$ cat config.mk
export PLATFORM = sky130hd
export DESIGN_NAME = imem_boot_loader
export DESIGN_NICKNAME = d
export VERILOG_FILES = /design/src/rtl/imem_boot_loader.sv
export SDC_FILE = /design/constraint.sdc
export NUM_CORES = 1
export LEC_CHECK = 0
export BUFFER_PORTS_ARGS = -buffer_cell sky130_fd_sc_hd__buf_4
export CAP_MARGIN = 20
export CORE_ASPECT_RATIO = 0.9
export CORE_MARGIN = 2
export CORE_UTILIZATION = 56
export CTS_BUF_LIST = sky130_fd_sc_hd__clkbuf_4 sky130_fd_sc_hd__clkbuf_8 sky130_fd_sc_hd__clkbuf_16
export DETAILED_ROUTE_END_ITERATION = 8
export HOLD_SLACK_MARGIN = 0.1
export PLACE_DENSITY = 0.81
export SETUP_SLACK_MARGIN = 0.5
export SLEW_MARGIN = 20
export SYNTH_ARGS = -nofsm -noshare
export SYNTH_HDL_FRONTEND = slang
export SYNTH_SLANG_ARGS = --single-unit
export TNS_END_PERCENT = 100
$ cat constraint.sdc
create_clock -name clk -period 4.1 [get_ports clk]
set_clock_uncertainty 0.1 [all_clocks]
set_input_delay 0.205 -clock clk [delete_from_list [all_inputs] [get_ports clk]]
set_output_delay 0.205 -clock clk [all_outputs]
set_load 0.02 [all_outputs]
$ cat src/rtl/imem_boot_loader.sv
`default_nettype none
// ============================================================================
// Module      : imem_boot_loader
// Description : Length-prefixed byte-stream loader that writes little-endian
//               words into instruction memory and holds the core in reset.
// Revision    : 1.0 - initial release
// ============================================================================
module imem_boot_loader #(
  parameter int DEPTH_WORDS = 256,
  parameter int TIMEOUT     = 65535
) (
  input  logic        clk,
  input  logic        rst,
  input  logic        byte_valid,
  input  logic [7:0]  byte_data,
  output logic        byte_ready,
  output logic        imem_we,
  output logic [31:0] imem_addr,
  output logic [31:0] imem_wdata,
  output logic        core_rst,
  output logic        done,
  output logic        error,
  output logic [15:0] loaded_words
);

  localparam logic [2:0] c_stHdr0  = 3'd0;
  localparam logic [2:0] c_stHdr1  = 3'd1;
  localparam logic [2:0] c_stData  = 3'd2;
  localparam logic [2:0] c_stDone  = 3'd3;
  localparam logic [2:0] c_stError = 3'd4;

  // Idle counter only has to reach TIMEOUT-1; the next idle cycle is the timeout.
  localparam int                  c_IDLE_W    = (TIMEOUT < 2) ? 1 : $clog2(TIMEOUT);
  localparam logic [c_IDLE_W-1:0] c_IDLE_LAST = c_IDLE_W'(TIMEOUT - 1);
  localparam logic [31:0]         c_DEPTH     = 32'(DEPTH_WORDS);

  logic [2:0]          r_state;
  logic [2:0]          w_nextState;
  logic [15:0]         r_count;
  logic [1:0]          r_byteCnt;
  logic [23:0]         r_word;
  logic [c_IDLE_W-1:0] r_idle;
  logic [15:0]         r_loaded;
  logic                r_we;
  logic [31:0]         r_addr;
  logic [31:0]         r_wdata;
  logic                r_coreRst;
  logic                r_done;
  logic                r_error;

  logic                w_ready;
  logic                w_transfer;
  logic                w_inTimedState;
  logic                w_lastByte;
  logic                w_timedOut;
  logic [15:0]         w_fullCount;
  logic [15:0]         w_loadedNext;

  assign w_transfer     = byte_valid & w_ready;
  assign w_inTimedState = (r_state == c_stHdr1) || (r_state == c_stData);
  assign w_lastByte     = (r_state == c_stData) && w_transfer && (r_byteCnt == 2'd3);
  assign w_timedOut     = w_inTimedState && !w_transfer && (r_idle == c_IDLE_LAST);
  assign w_fullCount    = {byte_data, r_count[7:0]};
  assign w_loadedNext   = r_loaded + 16'd1;

  // State register
  always_ff @(posedge clk or posedge rst) begin
    if (rst) begin
      r_state <= c_stHdr0;
    end else begin
      r_state <= w_nextState;
    end
  end

  // Next-state logic
  always_comb begin
    w_nextState = r_state;
    case (r_state)
      c_stHdr0: begin
        if (w_transfer) begin
          w_nextState = c_stHdr1;
        end
      end
      c_stHdr1: begin
        if (w_transfer) begin
          if (w_fullCount == 16'd0) begin
            w_nextState = c_stDone;
          end else if ({16'd0, w_fullCount} > c_DEPTH) begin
            w_nextState = c_stError;
          end else begin
            w_nextState = c_stData;
          end
        end else if (w_timedOut) begin
          w_nextState = c_stError;
        end
      end
      c_stData: begin
        if (w_lastByte && (w_loadedNext == r_count)) begin
          w_nextState = c_stDone;
        end else if (w_timedOut) begin
          w_nextState = c_stError;
        end
      end
      c_stDone:  w_nextState = c_stDone;
      c_stError: w_nextState = c_stError;
      default:   w_nextState = c_stError;
    endcase
  end

  // Output decode
  always_comb begin
    w_ready = 1'b0;
    case (r_state)
      c_stHdr0, c_stHdr1, c_stData: w_ready = 1'b1;
      default:                      w_ready = 1'b0;
    endcase
  end

  // Datapath: header capture, word assembly, idle timer and registered outputs
  always_ff @(posedge clk or posedge rst) begin
    if (rst) begin
      r_count   <= 16'd0;
      r_byteCnt <= 2'd0;
      r_word    <= 24'd0;
      r_idle    <= '0;
      r_loaded  <= 16'd0;
      r_we      <= 1'b0;
      r_addr    <= 32'd0;
      r_wdata   <= 32'd0;
      r_coreRst <= 1'b1;
      r_done    <= 1'b0;
      r_error   <= 1'b0;
    end else begin
      if (w_transfer || !w_inTimedState) begin
        r_idle <= '0;
      end else begin
        r_idle <= r_idle + c_IDLE_W'(1);
      end

      if (w_transfer && (r_state == c_stHdr0)) begin
        r_count[7:0] <= byte_data;
      end
      if (w_transfer && (r_state == c_stHdr1)) begin
        r_count[15:8] <= byte_data;
      end

      if (w_transfer && (r_state == c_stData)) begin
        r_byteCnt <= r_byteCnt + 2'd1;
        case (r_byteCnt)
          2'd0:    r_word[7:0]   <= byte_data;
          2'd1:    r_word[15:8]  <= byte_data;
          2'd2:    r_word[23:16] <= byte_data;
          default: r_word        <= r_word;
        endcase
      end

      r_we <= w_lastByte;
      if (w_lastByte) begin
        r_wdata  <= {byte_data, r_word};
        r_addr   <= {14'd0, r_loaded, 2'b00};
        r_loaded <= w_loadedNext;
      end

      // DONE and ERROR are absorbing, so these flags stay put until rst.
      r_coreRst <= (r_state != c_stDone);
      r_done    <= (r_state == c_stDone);
      r_error   <= (r_state == c_stError);
    end
  end

  assign byte_ready   = w_ready;
  assign imem_we      = r_we;
  assign imem_addr    = r_addr;
  assign imem_wdata   = r_wdata;
  assign core_rst     = r_coreRst;
  assign done         = r_done;
  assign error        = r_error;
  assign loaded_words = r_loaded;

endmodule
`default_nettype wire

==> flow_summary_export.csv, run 1 <==
group,metric,value,unit
status,result_of_the_run,"finished clean",
layout,layout_commonest_cell,"sky130_fd_sc_hd__dfrtp_1",
setup_path,reg2reg_setup_slack,1700,ps
placement,place_hpwl,8200,um
synthesis,synth_seq_area_share,55.3,%
synthesis,syn_inst,517,
setup_path,cp_slowest_cell,"sky130_fd_sc_hd__inv_2",
floorplanning,floorplan.initialDensity,57.2,%
sta,worst-slew-pin-transition,932,ps
sta,post-route-period-util,58.5,%
layout,n_antenna_cell,0,
floorplanning,floorplan.io_pins,96,
setup_path,path_class,"flop to flop",
synthesis,netlist-cell-type-count,51,
hold_path,min_delay_path_depth,2,
routing,num_vias,4050,
synthesis,synth-edff-count,0,
grt,grt_antenna_before_repair,0,
cts,clk_root_buffer_cell,"sky130_fd_sc_hd__clkbuf_16",
synthesis,ys_seq_elements,129,
pwr,irDropWorstVdd,0.000387,V
cts,ctsHtreeMaxLevel,4,
setup_path,worst_r2r_endpoint,"r_state[0]",
sta,period_minus_slack,2400,ps
floorplanning,die_ar,11300,um^2
setup_path,path_max_fanout,44,
pwr,static-leakage-power,3.63,nW
pwr,power.density,379,nW/um^2
cts,cts-buffers-inserted,17,
layout,fraction_of_layout_cells_with_a_size_suffix_above_1,30.0,%
setup_path,critical_path_buf_inv_count,2,
setup_path,rr_worst_depth,7,
synthesis,asyncSetResetFlopFracSynth,100,%
placement,port_buffers,79,
cts,path_clk_slew,50,ps
routing,route.antenna.remaining_nets,0,
sta,max_freq,417,MHz
grt,overflow,0,
routing,drc,0,
routing,drt-total-wl,12600,um
sta,setup_repair_after_global_routing_missed_its_margin,"no",
sta,setup_viol,0,
hold_path,startpoint_of_the_most_critical_hold_path,"r_word[9]",
routing,dr.first_iter.drc_count,258,
synthesis,netlist_area_before_placement,5840,um^2
sta,maxSlewHeadroom,37.7,%
setup_path,path_depth,7,
floorplanning,die_w,112,um
sta,final_count_of_hold_timing_violations,0,
cts,post-cts-setup-buffer-count,0,
floorplanning,fp.coreArea,10200,um^2
grt,first_global_vias,4141,
synthesis,synthesis_warnings,0,
hold_path,worstHoldPathType,"flop to flop",
grt,grt_first_pass_wirelength,20800,um
routing,detailedRoute.firstPassIterationCount,4,
routing,routed_wire_length_per_instance,16.9,um
cts,worstSkewPairLatency,410,ps
synthesis,avgSynthCellArea,11.3,um^2
setup_path,cell_breakdown_of_the_critical_path,"nor4bb_1 > buf_4 > nand2_2 > inv_2 > nand4_1 > nor4_2 > a31o_1",
cts,clock_sinks,129,
pwr,total_power,2.68,mW
layout,syn_to_final_growth,21.3,%
cts,number_of_gates_given_a_new_drive_strength_after_cts,0,
synthesis,synth_top_flop_cell,"sky130_fd_sc_hd__dfrtp_1",
run,maxCapViolCount,0,
setup_path,worstPathRequired,4350,ps
setup_path,cp_data_arrival_time,2650,ps
sta,setup_tns,0,ps
floorplanning,num_rows,35,
setup_path,startpoint_type,"flop",
cts,clock_tree_from_tritoncts,"done",
setup_path,critical_path.top_delay_family,"simple AND/OR/NAND/NOR gates",
setup_path,timing.critical_path.slowest_cell_delay,590,ps
floorplanning,chipHeight,101,um
setup_path,timing.rr.start,"r_state[0]",
layout,final_design_area_no_fill,7080,um^2
placement,routability_congestion,0.823,
sta,final_max_slew_viol_count,0,
cts,cts-root-to-sink-buffers,2,
layout,layout.cells.most_common_list,"128 x sky130_fd_sc_hd__dfrtp_1, 105 x sky130_fd_sc_hd__nand2_1, 81 x sky130_fd_sc_hd__buf_4, 61 x sky130_fd_sc_hd__mux2_2, 29 x sky130_fd_sc_hd__xnor2_1",
grt,largest_net_degree_at_the_start_of_global_routing,87,
cts,holdBufCountCts,10,
grt,track_usage,23.8,%
layout,finalCoreUtilization,69.4,%
hold_path,worst_hold_path.endpoint,"imem_wdata[9]",
placement,place_area,6450,um^2
routing,post_detailed_route_via_to_cell_ratio,5.44,
layout,final_nets,624,
setup_path,worst_setup_path_end_kind,"flop",
==> layer usage <==
layer	routed length, um	global-route usage [%]
met2	6200	38.8
met1	5460	30.7
met5	0	0
met4	178	8.26
met3	758	7.34
==> layout make-up <==
class	instances	area (um^2)
Sequential cell	129	3230
Fill cell	746	3130
Multi-Input combinational cell	354	2380
Timing Repair Buffer	92	728
Clock buffer	18	433
Tap cell	129	161
Clock inverter	11	95.1
Inverter	12	48.8
==> worst max path at each step <==
stage,to,from,slack [ps]
4_1_cts,r_state[0],r_state[0],1660
5_1_grt,r_state[0],r_state[0],1520
3_3_place_gp,r_state[0],r_state[0],1770
6_report,r_state[0],r_state[0],1700
3_5_place_dp,r_state[0],r_state[0],1760
2_1_floorplan,r_state[0],loaded_words[1],1950
==> where the power goes <==
part	switching, mW	leakage [nW]	internal (mW)	total (mW)
logic	0.0516	1.59	0.0160	0.0675
registers	0	1.77	1.27	1.27
clock network	0.517	0.268	0.824	1.34
total	0.569	3.63	2.11	2.68
==> state kept, by name, indices dropped and copies added, names as in the netlist <==
| register | count |
|---|---|
| core_rst | 1 |
| loaded_words | 16 |
| r_count | 16 |
| done | 1 |
| r_byteCnt | 2 |
| r_word | 24 |
| imem_addr | 16 |
| imem_wdata | 32 |
| r_idle | 16 |
| error | 1 |
| imem_we | 1 |
| r_state | 3 |
==> cells in the mapped netlist, drive strengths merged (2+ instances only) <==
| cell | number | share of area (%) |
|---|---|---|
| ha | 7 | 1.5 |
| inv | 12 | 0.77 |
| nor2 | 25 | 1.6 |
| and2 | 2 | 0.21 |
| nand4 | 11 | 1.2 |
| a211oi | 2 | 0.26 |
| dfrtp | 128 | 55 |
| buf | 32 | 3.7 |
| or4 | 2 | 0.26 |
| a21oi | 4 | 0.34 |
| a31oi | 2 | 0.21 |
| nor4 | 6 | 1.1 |
| xor2 | 21 | 3.2 |
| and3 | 7 | 1.0 |
| nor2b | 2 | 0.21 |
| nand3 | 12 | 1.0 |
| nor3b | 2 | 0.26 |
| mux2 | 61 | 12 |
| mux2i | 2 | 0.34 |
| nor3 | 8 | 0.77 |
| o22a | 2 | 0.30 |
| clkbuf | 5 | 0.32 |
| or3 | 2 | 0.21 |
| xnor2 | 29 | 4.4 |
| o21ai | 7 | 0.60 |
| nand2 | 106 | 6.9 |
| nand2b | 4 | 0.43 |
==> tightest hold or removal path: stages, from the launching register on <==
cell and delay (ps):
sky130_fd_sc_hd__dfrtp_1 340, sky130_fd_sc_hd__nand2_1 50, sky130_fd_sc_hd__nand2_1 50
==> stage by stage <==
stage / worst slack [ps] / std cells / hold slack, ps
floorplan: 1950 / 532 / 210
global placement: 1770 / 706 / 339
detailed placement: 1760 / 706 / 345
CTS: 1660 / 745 / 365
global route: 1520 / 745 / 383
finish: 1700 / 745 / 361
==> kinds of logic after synthesis <==
logic type	after synthesis	synth area share (%)
muxes	63	12.1
adders and majority gates	7	1.50
other	1	0.0643
and+or+nand+nor	193	15.9
DFF	129	55.3
AOI/OAI and AO/OA	25	2.81
xor gates and xnor gates	50	7.50
buffers and inverters	49	4.80
(Power assumes the default switching activity.)
==> run 2: changes to the inputs <==
--- a/config.mk
+++ b/config.mk
@@ -9,11 +9,11 @@
 export CAP_MARGIN = 20
 export CORE_ASPECT_RATIO = 0.9
 export CORE_MARGIN = 2
-export CORE_UTILIZATION = 56
+export CORE_UTILIZATION = 51
 export CTS_BUF_LIST = sky130_fd_sc_hd__clkbuf_4 sky130_fd_sc_hd__clkbuf_8 sky130_fd_sc_hd__clkbuf_16
 export DETAILED_ROUTE_END_ITERATION = 8
 export HOLD_SLACK_MARGIN = 0.1
-export PLACE_DENSITY = 0.81
+export PLACE_DENSITY = 0.78
 export SETUP_SLACK_MARGIN = 0.5
 export SLEW_MARGIN = 20
 export SYNTH_ARGS = -nofsm -noshare
==> constraint.sdc (replaced) <==
create_clock -name clk -period 2.2 [get_ports clk]
set_clock_uncertainty 0.1 [all_clocks]
set_input_delay 0.11 -clock clk [delete_from_list [all_inputs] [get_ports clk]]
set_output_delay 0.11 -clock clk [all_outputs]
set_load 0.02 [all_outputs]
==> flow_summary_export.csv, run 2 (same netlist as run 1, synthesis figures left out) <==
group,metric,value,unit
setup_path,setup.worst_path.end,"r_state[0]",
pwr,irDropWorstVdd,0.000610,V
routing,drc,0,
grt,largest_net_degree_at_the_start_of_global_routing,65,
sta,final_max_slew_viol_count,0,
cts,clk_root_buffer_cell,"sky130_fd_sc_hd__clkbuf_16",
sta,post-route-period-util,87.9,%
placement,dp_cells,741,
placement,place_area,6620,um^2
placement,routability_congestion,0.816,
layout,n_antenna_cell,0,
pwr,total_power,5.48,mW
setup_path,path_class,"flop to flop",
routing,post_detailed_route_via_to_cell_ratio,5.62,
sta,period_minus_slack,1930,ps
cts,cts-buffers-inserted,17,
floorplanning,floorplan.io_pins,96,
sta,worst-slew-pin-transition,508,ps
setup_path,worst_setup_path_end_kind,"flop",
floorplanning,fp.coreArea,11300,um^2
routing,route.antenna.remaining_nets,0,
cts,clock_sinks,129,
setup_path,startpoint_type,"flop",
pwr,power.density,651,nW/um^2
grt,first_global_vias,4509,
layout,layout_commonest_cell,"sky130_fd_sc_hd__dfrtp_1",
sta,setup_repair_after_global_routing_missed_its_margin,"yes",
pwr,static-leakage-power,4.22,nW
grt,grt_antenna_before_repair,0,
layout,layout.cells.most_common_list,"117 x sky130_fd_sc_hd__dfrtp_1, 115 x sky130_fd_sc_hd__buf_4, 68 x sky130_fd_sc_hd__nand2_1, 47 x sky130_fd_sc_hd__mux2_2, 27 x sky130_fd_sc_hd__nand2_2",
cts,worstSkewPairLatency,420,ps
layout,fraction_of_layout_cells_with_a_size_suffix_above_1,47.6,%
grt,overflow,0,
routing,detailedRoute.firstPassIterationCount,5,
setup_path,rr_worst_depth,5,
sta,postLayoutSetupSlackWorst,265,ps
placement,dp_worst_setup_slack,131,ps
placement,port_buffers,79,
cts,path_clk_slew,60,ps
routing,drt-total-wl,17100,um
layout,final_nets,690,
grt,grt_first_pass_wirelength,23000,um
placement,place_hpwl,8450,um
setup_path,cp-startpoint,"r_count[7]",
cts,ctsHtreeMaxLevel,4,
routing,num_vias,4723,
floorplanning,floorplan.initialDensity,51.7,%
sta,setup_tns,0,ps
layout,finalCoreUtilization,74.5,%
floorplanning,num_rows,37,
hold_path,startpoint_of_the_most_critical_hold_path,"byte_valid",
layout,layoutNonFillerInstCount,841,
hold_path,worstHoldPathType,"primary input to flop",
setup_path,timing.rr.start,"r_count[7]",
setup_path,reg2reg_setup_slack,270,ps
routing,routed_wire_length_per_instance,20.3,um
sta,max_freq,517,MHz
status,result_of_the_run,"finished clean",
hold_path,min_delay_path_depth,4,
routing,dr.first_iter.drc_count,298,
sta,maxSlewHeadroom,66.0,%
setup_path,path_max_fanout,3,
sta,final_count_of_hold_timing_violations,0,
floorplanning,die_ar,12300,um^2
floorplanning,die_w,117,um
layout,syn_to_final_growth,44.2,%
floorplanning,chipHeight,105,um
setup_path,worstPathRequired,2450,ps
run,maxCapViolCount,0,
setup_path,cp_data_arrival_time,2190,ps
sta,setup_viol,0,
cts,cts-root-to-sink-buffers,2,
setup_path,worst_r2r_endpoint,"r_state[0]",
grt,track_usage,24.6,%
sta,hold_ws,161,ps
layout,largest_register_ffs,32,
cts,clock_tree_from_tritoncts,"done",
layout,final_design_area_no_fill,8410,um^2
-- run 2: changes by cell type in the layout (fill, tap and decap cells not counted), moves of 6 or more --
cell	change
sky130_fd_sc_hd__buf_6	+15
sky130_fd_sc_hd__dfrtp_2	+11
sky130_fd_sc_hd__nand2_1	-37
sky130_fd_sc_hd__buf_4	+34
sky130_fd_sc_hd__mux2_2	-14
sky130_fd_sc_hd__mux2_4	+14
sky130_fd_sc_hd__nand2_4	+7
sky130_fd_sc_hd__nand2_2	+26
sky130_fd_sc_hd__nor2_1	-6
sky130_fd_sc_hd__dfrtp_1	-11
sky130_fd_sc_hd__buf_12	+8
-- run 2: worst min path at each step --
stage | endpoint | slack [ps]
after detailed placement | imem_wdata[28] | 80
final | r_state[0] | 160
after floorplan | imem_wdata[24] | 120
after global placement | imem_wdata[28] | 60
after CTS | r_state[0] | 120
after global routing | r_state[0] | 170
-- run 2: where the power goes --
part           switching, mW  internal (mW)
Sequential                 0           2.37
Combinational          0.105         0.0337
Clock                   1.07           1.89
Total                   1.18           4.30
-- run 2: critical path, cell delays in order (launching register included) --
cell	delay [ps]
sky130_fd_sc_hd__dfrtp_1	460
sky130_fd_sc_hd__xnor2_4	180
sky130_fd_sc_hd__xnor2_1	170
sky130_fd_sc_hd__or4_1	540
sky130_fd_sc_hd__a211oi_2	240
sky130_fd_sc_hd__a31o_1	180
-- run 2: area by class of cell --
cell class	count	area, um^2
clock buffer	21	474
multi-input combinational	354	2790
tap	156	195
fill	675	2880
timing repair buffer	158	1500
inverter	12	63.8
sequential	129	3240
clock inverter	11	153
-- run 2: layer usage --
metal	vias up	track usage [%]	share of wire [%]
li1	2020	-	-
met1	2392	31.3	39
met2	236	39.9	50
met4	0	9.50	4.9
met3	75	6.79	6.6
met5	-	0	0
-- run 2: timing repair --
item / in CTS / in global routing
hold buffers: 10 / 0
pin swaps: 16 / 49
buffers inserted: 34 / 18
endpoints found under the hold margin: 177 / 0
gates resized for setup: 41 / 87
endpoints found under the setup margin: 82 / 113
gates cloned: 1 / 5
==> run 3: changes to the inputs <==
--- a/config.mk
+++ b/config.mk
@@ -12,6 +12,7 @@
 export CORE_UTILIZATION = 51
 export CTS_BUF_LIST = sky130_fd_sc_hd__clkbuf_4 sky130_fd_sc_hd__clkbuf_8 sky130_fd_sc_hd__clkbuf_16
 export DETAILED_ROUTE_END_ITERATION = 8
+export GPL_TIMING_DRIVEN = 0
 export HOLD_SLACK_MARGIN = 0.1
 export PLACE_DENSITY = 0.78
 export SETUP_SLACK_MARGIN = 0.5
==> flow_summary_export.csv, run 3 (same netlist as run 1, synthesis figures left out) <==
group,metric,value,unit
setup_path,worstPathRequired,2460,ps
layout,fraction_of_layout_cells_with_a_size_suffix_above_1,51.8,%
sta,setup_viol,0,
setup_path,path_class,"flop to flop",
cts,cts-buffers-inserted,17,
setup_path,critical_path.top_delay_family,"simple AND/OR/NAND/NOR gates",
sta,hold_ws,145,ps
layout,layout.cells.most_common_list,"130 x sky130_fd_sc_hd__buf_4, 117 x sky130_fd_sc_hd__dfrtp_1, 58 x sky130_fd_sc_hd__nand2_1, 48 x sky130_fd_sc_hd__mux2_2, 30 x sky130_fd_sc_hd__nand2_2",
hold_path,worst_hold_path.endpoint,"r_state[0]",
pwr,irDropWorstVdd,0.000608,V
placement,place_area,6860,um^2
pwr,p_sw,1.21,mW
setup_path,cp_data_arrival_time,2330,ps
run,maxCapViolCount,0,
placement,port_buffers,79,
setup_path,startpoint_type,"flop",
routing,post_detailed_route_via_to_cell_ratio,5.39,
layout,area_of_the_multi_input_gates,2900,um^2
pwr,power.density,616,nW/um^2
routing,dr.first_iter.drc_count,355,
cts,clock_tree_from_tritoncts,"done",
hold_path,worstHoldPathType,"primary input to flop",
routing,dr.max_layer_used,"met4",
sta,final_count_of_hold_timing_violations,0,
cts,ctsHtreeMaxLevel,4,
routing,route.antenna.remaining_nets,0,
grt,grt_antenna_before_repair,0,
routing,drt-total-wl,17400,um
setup_path,critical_path_buf_inv_count,2,
pwr,comb_power_share,3.2,%
grt,overflow,0,
setup_path,path_max_fanout,7,
grt,first_global_vias,4576,
floorplanning,floorplan.initialDensity,51.7,%
sta,max_freq,484,MHz
layout,filler_cells_inserted,659,
routing,detailroute.wirelength.met2,8910,um
sta,setup_tns,0,ps
floorplanning,floorplan.io_pins,96,
routing,met3RoutedLength,987,um
grt,grt_first_pass_wirelength,24200,um
setup_path,worst_r2r_endpoint,"r_state[0]",
pwr,static-leakage-power,4.36,nW
routing,routed_wire_length_per_instance,20.1,um
pwr,pwr-share-seq,44.1,%
layout,seqCellArea,3240,um^2
floorplanning,chipHeight,105,um
sta,setup_repair_after_global_routing_missed_its_margin,"yes",
layout,finalCoreUtilization,77.3,%
status,result_of_the_run,"finished clean",
layout,final_design_area_no_fill,8740,um^2
cts,path_clk_slew,60,ps
pwr,power.share.switching,22.5,%
hold_path,min_delay_path_depth,4,
placement,routability_congestion,0.863,
sta,post-route-period-util,93.9,%
pwr,pwr-share-clk,52.7,%
grt,track_usage,26.0,%
sta,final_max_slew_viol_count,0,
setup_path,timing.critical_path.slowest_cell_delay,400,ps
floorplanning,num_rows,37,
cts,clk_root_buffer_cell,"sky130_fd_sc_hd__clkbuf_16",
setup_path,crit_top_cell,"sky130_fd_sc_hd__buf_4",
hold_path,startpoint_of_the_most_critical_hold_path,"byte_valid",
floorplanning,die_ar,12300,um^2
cts,worstSkewPairLatency,430,ps
routing,num_vias,4667,
setup_path,worst_setup_path_end_kind,"flop",
layout,syn_to_final_growth,49.7,%
cts,clock_sinks,129,
grt,largest_net_degree_at_the_start_of_global_routing,36,
routing,wl_met1,6830,um
floorplanning,fp.coreArea,11300,um^2
routing,detailedRoute.firstPassIterationCount,5,
placement,place_hpwl,9000,um
setup_path,cp_slowest_cell,"sky130_fd_sc_hd__dfrtp_2",
layout,layout_commonest_cell,"sky130_fd_sc_hd__buf_4",
setup_path,rr_worst_depth,7,
sta,period_minus_slack,2070,ps
cts,cts-root-to-sink-buffers,2,
routing,drc,0,
setup_path,reg2reg_setup_slack,130,ps
layout,n_antenna_cell,0,
floorplanning,die_w,117,um
setup_path,timing.rr.start,"loaded_words[0]",
layout,largest_register_ffs,32,
setup_path,cell_breakdown_of_the_critical_path,"buf_4 > nand4_1 > buf_4 > nor3_1 > xnor2_1 > nor4_2 > a31o_1",
layout,final_nets,715,
pwr,intPower,4.18,mW
==> run 3: worst max path at each step <==
stage                      from         endpoint  slack [ps]  cells past startpoint
2_1_floorplan               rst  loaded_words[0]         260                      1
3_3_place_gp                rst  loaded_words[0]        -490                      2
3_5_place_dp   loaded_words[10]       r_state[0]         160                      6
4_1_cts         loaded_words[4]       r_state[0]         300                      7
5_1_grt         loaded_words[0]       r_state[0]         110                      7
6_report        loaded_words[0]       r_state[0]         130                      7
==> run 3: per-layer routing <==
metal | global-route usage, % | vias to the layer above
li1 | - | 2076
met5 | 0 | -
met4 | 9.24 | 0
met3 | 7.19 | 48
met1 | 34.1 | 2360
met2 | 41.3 | 183
==> run 3: through the flow <==
step | worst slack (ps) | cells | power, mW
after detailed placement | 157 | 771 | 2.57
after global routing | 105 | 866 | 5.53
after floorplan | 258 | 532 | 2.50
after global placement | -491 | 767 | 2.55
after CTS | 303 | 846 | 5.38
final | 134 | 866 | 5.39
==> run 3: cell type report <==
class                   count  area share (%)
plain buffers              37            4.70
clock buffers              20            5.27
clock inverters            12            1.52
inverters                  12           0.702
multi-input cells         354            33.2
flip-flops and latches    129            37.1
well taps                 156            2.23
repair buffers            146            15.2
==> run 3: timing repair <==
action | 4_1_cts | 5_1_grt
resized for setup | 67 | 114
cloned | 3 | 3
hold buffers | 10 | 0
pin swaps | 20 | 64
buffers inserted | 30 | 17
hold endpoints to repair | 112 | 0
setup endpoints to repair | 107 | 119
==> run 3: worst register-to-register path: stages (launching register included) <==
cell and delay [ps]:
sky130_fd_sc_hd__dfrtp_2 400, sky130_fd_sc_hd__buf_4 180, sky130_fd_sc_hd__nand4_1 170, sky130_fd_sc_hd__buf_4 210, sky130_fd_sc_hd__nor3_1 300, sky130_fd_sc_hd__xnor2_1 170
sky130_fd_sc_hd__nor4_2 280, sky130_fd_sc_hd__a31o_1 200
==> run 3: power groups by stage <==
stage / registers, mW / logic, mW / clock network, mW
after global routing: 2.37 / 0.188 / 2.97
after detailed placement: 2.42 / 0.153 / 0
after floorplan: 2.42 / 0.0832 / 0
after CTS: 2.37 / 0.168 / 2.84
after global placement: 2.42 / 0.131 / 0
final: 2.37 / 0.172 / 2.84
